<file path="src/rtl/fwd_hazard_unit.sv">
// EX-stage operand forwarding selects plus load-use hazard detection with a
// programmable multi-cycle stall/bubble sequencer and stall-cycle accounting.
module fwd_hazard_unit #(
    parameter int unsigned NUM_SRC  = 2,
    parameter int unsigned REG_AW   = 5,
    parameter int unsigned LOAD_LAT = 1,
    parameter int unsigned CNT_W    = 16
) (
    input  logic                      clk,
    input  logic                      rst,
    input  logic                      RUWr_ex,
    input  logic                      is_load_ex,
    input  logic [REG_AW-1:0]         rd_ex,
    input  logic                      RUWr_me,
    input  logic                      is_load_me,
    input  logic [REG_AW-1:0]         rd_me,
    input  logic                      RUWr_wb,
    input  logic [REG_AW-1:0]         rd_wb,
    input  logic [NUM_SRC*REG_AW-1:0] rs_id,
    input  logic [NUM_SRC-1:0]        use_rs_id,
    input  logic [NUM_SRC*REG_AW-1:0] rs_ex,
    output logic [2*NUM_SRC-1:0]      ForwardSrc,
    output logic                      stall_if,
    output logic                      stall_id,
    output logic                      bubble_ex,
    output logic                      hazard_err,
    output logic [CNT_W-1:0]          stall_cnt
);

    localparam int unsigned DC_W   = $clog2(LOAD_LAT + 1);
    localparam int unsigned RELOAD = (LOAD_LAT > 1) ? (LOAD_LAT - 2) : 0;

    typedef enum logic {
        IDLE  = 1'b0,
        STALL = 1'b1
    } state_t;

    state_t            state_q, state_d;
    logic [DC_W-1:0]   cnt_q, cnt_d;
    logic [NUM_SRC-1:0] hit_me;
    logic [NUM_SRC-1:0] hit_wb;
    logic              load_fwd_err;
    logic              hz;
    logic              stall_c;

    // Per-source forwarding; ME result is newer, so it wins over WB
    always_comb begin
        hit_me     = '0;
        hit_wb     = '0;
        ForwardSrc = '0;
        for (int unsigned i = 0; i < NUM_SRC; i++) begin
            hit_me[i] = RUWr_me && (rd_me != '0) && (rd_me == rs_ex[i*REG_AW +: REG_AW]);
            hit_wb[i] = RUWr_wb && (rd_wb != '0) && (rd_wb == rs_ex[i*REG_AW +: REG_AW]);
            if (hit_me[i]) begin
                ForwardSrc[2*i +: 2] = 2'b01;
            end else if (hit_wb[i]) begin
                ForwardSrc[2*i +: 2] = 2'b10;
            end
        end
    end

    assign load_fwd_err = (|hit_me) && is_load_me;

    // Load in EX whose destination is consumed by the instruction in ID
    always_comb begin
        hz = 1'b0;
        for (int unsigned i = 0; i < NUM_SRC; i++) begin
            if (use_rs_id[i] && (rs_id[i*REG_AW +: REG_AW] == rd_ex)) begin
                hz = 1'b1;
            end
        end
        hz = hz && RUWr_ex && is_load_ex && (rd_ex != '0);
    end

    always_ff @(posedge clk or posedge rst) begin
        if (rst) begin
            state_q <= IDLE;
            cnt_q   <= '0;
        end else begin
            state_q <= state_d;
            cnt_q   <= cnt_d;
        end
    end

    // First stall cycle is spent in IDLE, so STALL covers the remaining LOAD_LAT-1
    always_comb begin
        state_d = state_q;
        cnt_d   = cnt_q;
        case (state_q)
            IDLE: begin
                if (hz && (LOAD_LAT > 1)) begin
                    state_d = STALL;
                    cnt_d   = DC_W'(RELOAD);
                end
            end
            STALL: begin
                if (cnt_q == '0) begin
                    state_d = IDLE;
                end else begin
                    cnt_d = cnt_q - DC_W'(1);
                end
            end
            default: begin
                state_d = IDLE;
                cnt_d   = '0;
            end
        endcase
    end

    // Reset masks the stall controls immediately, independent of the clock
    always_comb begin
        stall_c = 1'b0;
        if (!rst) begin
            case (state_q)
                IDLE:    stall_c = hz;
                STALL:   stall_c = 1'b1;
                default: stall_c = 1'b0;
            endcase
        end
    end

    assign stall_if  = stall_c;
    assign stall_id  = stall_c;
    assign bubble_ex = stall_c;

    always_ff @(posedge clk or posedge rst) begin
        if (rst) begin
            hazard_err <= 1'b0;
        end else if (load_fwd_err) begin
            hazard_err <= 1'b1;
        end
    end

    always_ff @(posedge clk or posedge rst) begin
        if (rst) begin
            stall_cnt <= '0;
        end else if (stall_c && (stall_cnt != '1)) begin
            stall_cnt <= stall_cnt + CNT_W'(1);
        end
    end

endmodule
</file>
<file path="config.mk">
export PLATFORM = sky130hd
export DESIGN_NAME = fwd_hazard_unit
export DESIGN_NICKNAME = d
export VERILOG_FILES = /design/src/rtl/fwd_hazard_unit.sv
export SDC_FILE = /design/constraint.sdc
export NUM_CORES = 1
export LEC_CHECK = 0
export BUFFER_PORTS_ARGS = -buffer_cell sky130_fd_sc_hd__buf_4
export CORE_UTILIZATION = 45
export DETAILED_ROUTE_END_ITERATION = 8
export GPL_ROUTABILITY_DRIVEN = 0
export PLACE_DENSITY = 0.92
export SYNTH_ARGS = -nofsm -noshare
export SYNTH_HDL_FRONTEND = slang
export SYNTH_SLANG_ARGS = --single-unit
</file>
<file path="constraint.sdc">
create_clock -name clk -period 2.18 [get_ports clk]
set_input_delay 0.436 -clock clk [delete_from_list [all_inputs] [get_ports clk]]
set_output_delay 0.436 -clock clk [all_outputs]
set_load 0.02 [all_outputs]
</file>
* After elaboration in Yosys (flattened, before gate mapping) *
Index checks and enable logic that the tools add are counted.

word-level totals
  word-level logic and storage cells = 42
  bits in latches = 0
  RAM bits = 0
  output and inout port bits = 24
  register bits after elaboration = 19
  bits in read-only memories = 0
  memories = 0
  input port bits = 44

operators by class
  shift-type cells = 0
  reductions and logical operators = 17
  mux-type cells = 11
  equal/unequal tests = 7
  divide/modulo/power cells = 0
  multipliers = 0
  bitwise gates (word level) = 1
  add/sub/neg operators = 2
  order comparisons = 0

operator list
  kind                                           number
  == test 5 bit                                  6
  adder 16 x 1 -> 16 bit, second input constant  1
  != test 16 bit, second input constant          1
  nonzero test 5 bit                             3
  logical AND 1 bit                              13
  2-to-1 mux 2 bit                               4
  2-to-1 mux 1 bit                               6
  one-hot mux 1 bit (2 select lines)             1
  OR reduction 2 bit                             1
  NOT 1 bit                                      1
  subtractor 1 bit, second input constant        1

* Longest topological paths before layout *
Gate-level depths: netlist (run 1).

  depth after elaboration = 10
  gate-level depth with buffers = 7
  mapped depth without buffers = 6

* Worst setup path before layout (run 1) *
Ideal clock, no wire load.

  path type = input-to-output
  start = input rd_me[1]
  end = output ForwardSrc[1]
  data required time = 1.744 ns
  stages on the path = 4
  arrival time = 2.061 ns
  path buffers = 0
  path slack = -0.317 ns
  cell sequence = or4_1 o21ai_0 nor4_1 nor4_1

on the way
  longest elaborated chain between the ends = 4
  elaborated cells between the ends (all ways) = 5
  those cells by class = eq/ne (1); mux (1); reduce/logical (3)

ends and longest elaborated chain
  what                   RTL line  RTL
  start: declaration     16        input logic [REG_AW-1:0] rd_me,
  nonzero test 5 bit     52        hit_me[i] = RUWr_me && (rd_me != '0) && (rd_me == rs_ex[i*REG_AW +: REG_AW]);
  logical AND 1 bit      52
  logical AND 1 bit (*)  52
  2-to-1 mux 2 bit (*)   54        if (hit_me[i]) begin
  end: declaration       22        output logic [2*NUM_SRC-1:0] ForwardSrc,

Mark *: on every way between the ends. The rest lies on a longest branch, timed or not.

* Worst setup path in the final report (run 1) *
  start = input rd_me[4]
  end = output ForwardSrc[3]

Same word-level chain as after synthesis.

==> impl_metrics.py, run 1 <==
metrics = {
    "clock_tree": {
        "cts.clk_slew.worst_paths_ps": 90,
        "tritoncts": "built",
        "cts_root_buf": "clkbuf_4",
        "numCtsBuffers": 3,
        "cts_htree_levels": 1,
        "cts.sinks": 17,
        "clockBufferDepth": 2,
        "hold_buffers": 0,
        "insertion_delay_ps": 290,
    },
    "worst_setup_path": {
        "r2r-end": "stall_cnt[1]$_DFFE_PP0P_",
        "cp_max_fo": 3,
        "start_kind": "input port",
        "r2r_start": "stall_cnt[6]$_DFFE_PP0P_",
        "crit_type": "in2out",
        "max_stage_delay_ps": 540,
        "arrival_ps": 1750,
        "crit_chain": "buf_8 > or4_4 > o21ai_4 > nor4_4 > nor4_2 > buf_4",
        "end_kind": "output port",
        "rr_worst_depth": 5,
        "cp.required_ps": 1740,
        "critical-path-slowest-cell": "or4_4",
        "reg2reg_setup_slack_ps": 560,
    },
    "drt": {
        "ant_nets": 0,
        "vias": 1277,
        "avgViaCountPerCell": 5.37,
        "wl_microns": 3380,
        "wl_per_cell_microns": 14.2,
        "dr.pass1.iters": 4,
        "remaining_drc_errors": 0,
        "initialDrtViolationCount": 7,
    },
    "floorplanning": {
        "die_h_microns": 55.1,
        "rows": 18,
        "core_area_sq_mm": 0.00257,
        "ios": 68,
        "die-area_sq_mm": 0.00303,
        "start_util_pct": 49.4,
        "die_x_microns": 55.1,
    },
    "final_layout": {
        "syn2layout_area_growth_pct": 51.8,
        "num-fill-cells": 184,
        "nets": 254,
        "antenna_cells": 0,
        "drive_gt1_share_pct": 42.8,
    },
    "power_and_ir_drop": {
        "p_per_area_mw_per_mm2": 387,
        "peakVddDrop_mv": 0.308,
        "power_leakage_nw": 0.888,
        "power_mw": 0.744,
    },
    "sta": {
        "relSlewSlack_pct": 66.6,
        "worst_slack_ps": -2.14,
        "setup_tns_ps": -2.14,
        "rsz0062_at_grt": "true",
        "tightest_slew_ps": 497,
        "fin_crit_ps": 2180,
        "fmax_mhz": 458,
        "fin_skew_ps": 1.28,
        "setup_viol": 1,
        "hold_viol": 0,
        "fin_crit_sh_pct": 100,
        "finalMaxSlewViolations": 0,
    },
    "min_path": {
        "hp-class": "in2async",
    },
    "synth": {
        "synth.distinct_cells": 28,
        "synth_fp_nets": 178,
        "synth_edf_count": 0,
        "synth_seq_cells": 17,
        "yosys_warnings": 0,
        "syn_inst": 133,
        "synth_area_sq_mm": 0.00127,
        "yosysSeqAreaShare_pct": 33.6,
        "synthArstFlopShare_pct": 100,
        "synth_flop_cell": "dfrtp_1",
        "postSynthAreaPerCell_sq_um": 9.53,
    },
    "global_route": {
        "grt_usage_pct": 22.7,
        "grt_max_degree": 18,
        "grt_pass1_vias": 1227,
        "overflow": 0,
        "grt_pass1_wl_microns": 4800,
        "antenna_found_initial": 0,
    },
    "place": {
        "dpl.hpwl_microns": 2740,
        "dp_slack_ps": -11.8,
        "port_buffers": 67,
    },
    "job": {
        "maxCapViolCount": 0,
    },
    "run_status": {
        "failed_checks": "setup timing",
        "status": "complete, but fails checks",
    },
}
==> cell usage after synthesis, types with 2 or more instances <==
cell type	number	area [sq um]
or4_1	4	30.0
xnor2_1	29	254
nand2b_1	2	12.5
inv_1	3	11.3
nand4b_1	2	17.5
o21ai_0	3	15.0
buf_4	2	15.0
and3_1	5	31.3
xor2_1	14	123
nand4_1	7	43.8
nand2_1	8	30.0
dfrtp_1	17	425
nor4_1	5	31.3
nor2_1	3	11.3
mux2_2	2	22.5
nand3_1	13	65.1
nor3_1	3	15.0
==> worst max-delay path, delay by kind of cell <==
family          cells  cell delay (ps)
compound gates      1              200
buf+inv             2              290
simple gates        3              830
==> placed cells by master, fill, tap and decap left out, types with 2 or more instances in the layout <==
| cell type | instances |
|---|---|
| mux2_2 | 2 |
| nand2_1 | 8 |
| buf_6 | 3 |
| nand4_1 | 7 |
| clkbuf_4 | 3 |
| nor2_1 | 3 |
| nor4_1 | 2 |
| o21ai_0 | 2 |
| buf_4 | 71 |
| xnor2_1 | 29 |
| nand3_1 | 13 |
| or4_1 | 3 |
| nand2b_1 | 2 |
| nand4b_1 | 2 |
| xor2_1 | 14 |
| and3_1 | 5 |
| inv_1 | 3 |
| nor4_2 | 2 |
| nor3_1 | 3 |
| or4_4 | 2 |
| dfrtp_1 | 17 |
==> report_power, final <==
group,switching [mW],total [mW],internal (mW)
clock,0.0990,0.170,0.0714
combinational,0.106,0.233,0.127
sequential,0.0116,0.341,0.329
total,0.216,0.744,0.528
==> what timing repair did <==
item,in CTS,in global routing
pin swaps,1,8
gates resized for setup,1,10
endpoints found under the setup margin,1,5
buffers inserted,0,1
==> routing by layer <==
layer	global-route usage, %	wire (microns)	up-vias
met3	4.92	324	2
met5	0	0	-
met4	7.92	25	0
met1	20.9	1240	587
li1	-	-	624
met2	47.2	1790	64
==> through the flow <==
| stage | std cells | cell area [sq um] | hold WS [ps] | utilization (%) |
|---|---|---|---|---|
| after floorplan | 133 | 1280 | 378 | - |
| final | 238 | 1920 | 223 | 75.0 |
| after global routing | 238 | 1920 | 245 | 75.0 |
| after detailed placement | 233 | 1840 | 466 | 71.7 |
| after CTS | 237 | 1870 | 230 | 72.8 |
| after global placement | 233 | 1840 | 466 | 71.7 |
==> flip-flops by register name, summed over array words and instances, names as in the netlist <==
name,flops
stall_cnt,16
hazard_err,1
==> cell type report <==
| class | count | area [sq um] | share of cell area [%] |
|---|---|---|---|
| timing repair buffer | 75 | 582 | 30.2 |
| tap | 30 | 37.5 | 1.95 |
| multi-input combinational | 109 | 842 | 43.8 |
| sequential | 17 | 425 | 22.1 |
| inverter | 3 | 11.3 | 0.585 |
| clock buffer | 4 | 26.3 | 1.37 |
==> logic make-up after synthesis <==
| logic type | synth area share (%) |
|---|---|
| compound gates | 2.86 |
| xor+xnor | 29.7 |
| fa+ha+maj | 0.987 |
| buf+inv | 3.36 |
| flops | 33.6 |
| mux | 2.96 |
| simple gates | 26.6 |
==> worst max-delay path by stage <==
stage               depth (start not counted)       endpoint     start
floorplan                                   4  ForwardSrc[1]  rd_me[1]
global placement                            6  ForwardSrc[1]  rd_me[1]
detailed placement                          6  ForwardSrc[3]  rd_wb[4]
CTS                                         5       stall_if  rd_ex[1]
global route                                6  ForwardSrc[0]  rd_me[0]
finish                                      6  ForwardSrc[3]  rd_me[4]
No activity file was read; power rests on OpenSTA's default activity.
==> run 2: changes to the inputs <==
- CAP_MARGIN: default -> 10
- CORE_MARGIN: default -> 4
- SKIP_LAST_GASP: default -> 1
==> impl_metrics.py, run 2 (synthesis gave the netlist of run 1 again) <==
metrics = {
    "worst_setup_path": {
        "rr_worst_depth": 5,
        "end_kind": "output port",
        "cp.required_ps": 1740,
        "r2r-end": "stall_cnt[1]$_DFFE_PP0P_",
        "reg2reg_setup_slack_ps": 540,
        "r2r_start": "stall_cnt[6]$_DFFE_PP0P_",
        "crit_type": "in2out",
        "arrival_ps": 1730,
        "cp_max_fo": 3,
        "start_kind": "input port",
    },
    "clock_tree": {
        "cts.sinks": 17,
        "tritoncts": "built",
        "clockBufferDepth": 2,
        "cts_htree_levels": 1,
        "hold_buffers": 0,
        "insertion_delay_ps": 310,
        "numCtsBuffers": 3,
        "cts_setup_buffers": 0,
        "cts.clk_slew.worst_paths_ps": 100,
        "cts_root_buf": "clkbuf_4",
    },
    "global_route": {
        "busiest_layer": "met2",
        "grt_pass1_vias": 1241,
        "grt_pass1_wl_microns": 5170,
        "met1_usage_pct": 20.6,
        "overflow": 0,
        "met3_usage_pct": 4.40,
        "grt_usage_pct": 18.5,
        "grt_max_degree": 18,
        "antenna_found_initial": 0,
        "grtUsageMet2_pct": 33.2,
    },
    "floorplanning": {
        "core_area_sq_mm": 0.00259,
        "ios": 68,
        "die_h_microns": 61.1,
        "rows": 18,
        "die-area_sq_mm": 0.00373,
        "start_util_pct": 48.9,
        "die_x_microns": 61.1,
    },
    "min_path": {
        "hp-class": "in2async",
    },
    "sta": {
        "tightest_slew_ps": 431,
        "relSlewSlack_pct": 71.0,
        "fin_crit_sh_pct": 99.4,
        "fmax_mhz": 461,
        "finalMaxSlewViolations": 0,
        "fin_skew_ps": 14.1,
        "fin_crit_ps": 2170,
        "rsz0062_at_grt": "true",
        "setup_viol": 0,
        "holdWs_ps": 231,
        "hold_viol": 0,
    },
    "drt": {
        "ant_nets": 0,
        "wl_microns": 3610,
        "remaining_drc_errors": 0,
        "vias": 1282,
        "dr.pass1.iters": 4,
        "avgViaCountPerCell": 5.39,
        "wl_per_cell_microns": 15.2,
        "initialDrtViolationCount": 36,
    },
    "final_layout": {
        "top_regs": "stall_cnt (16), hazard_err (1)",
        "stdcell_area_sq_mm": 0.00193,
        "final_common_cell": "buf_4",
        "syn2layout_area_growth_pct": 52.1,
        "largest_reg_flops": 16,
        "nets": 254,
        "final_cell_mix": "67 x buf_4, 29 x xnor2_1, 17 x dfrtp_1",
        "antenna_cells": 0,
        "drive_gt1_share_pct": 42.3,
        "post-route-util_pct": 74.4,
        "top_register": "stall_cnt",
    },
    "job": {
        "maxCapViolCount": 0,
    },
    "power_and_ir_drop": {
        "p_comb_share_pct": 31.0,
        "power_leakage_nw": 0.888,
        "p_sw_share_pct": 29.3,
        "power_mw": 0.747,
        "pwr-share-clk_pct": 23.5,
        "p_switching_mw": 0.219,
        "p_per_area_mw_per_mm2": 387,
        "peakVddDrop_mv": 0.461,
        "pwr-share-seq_pct": 45.6,
        "p_int_mw": 0.528,
    },
    "place": {
        "placed_area_sq_mm": 0.00185,
        "port_buffers": 67,
        "dpl.hpwl_microns": 2800,
    },
    "run_status": {
        "status": "finished clean",
    },
}
## run 2: worst max-delay path by stage
stage,startpoint,endpoint,slack (ps),cells after the start
2_1_floorplan,rd_me[1],ForwardSrc[1],20,4
3_3_place_gp,rd_me[1],ForwardSrc[3],50,6
3_5_place_dp,rd_me[1],ForwardSrc[1],-90,6
4_1_cts,rd_wb[1],ForwardSrc[1],-3,6
5_1_grt,rd_me[1],ForwardSrc[1],-40,6
6_report,rd_me[1],ForwardSrc[3],10,6
## run 2: critical path, stage by stage
cell and delay, ps:
buf_4 130, or4_4 530, o21ai_2 170, nor4_1 90, nor4_2 180, buf_4 190
## run 2: metal layers
metal / wire length, microns / up-vias / part of all wire (%)
li1: - / 623 / -
met1: 1280 / 576 / 35
met2: 1830 / 72 / 51
met3: 399 / 11 / 11
met4: 102 / 0 / 2.8
met5: 0 / - / 0
## run 2: layout make-up
class | count | area (sq um)
Fill cell | 187 | 662
Multi-Input combinational cell | 109 | 831
Tap cell | 30 | 37.5
Sequential cell | 17 | 425
Inverter | 3 | 11.3
Clock buffer | 4 | 26.3
Timing Repair Buffer | 75 | 597
## run 2: timing repair
action / 4_1_cts / 5_1_grt
endpoints found under the setup margin: 4 / 5
gates resized for setup: 2 / 11
pin swaps: 3 / 7
## run 2: power by group through the flow
stage	sequential, mW	combinational [mW]	clock [mW]
final	0.340	0.231	0.175
after global routing	0.342	0.249	0.195
after CTS	0.340	0.225	0.176
after detailed placement	0.346	0.224	0
after global placement	0.347	0.216	0
after floorplan	0.363	0.0800	0
## run 2: metrics by stage
stage               setup TNS, ps  setup WS [ps]  std cells
finish                          0           12.3        238
global route                -81.0          -40.9        238
CTS                         -2.79          -2.79        238
detailed placement           -206          -86.6        234
global placement                0           48.8        234
floorplan                       0           16.6        133
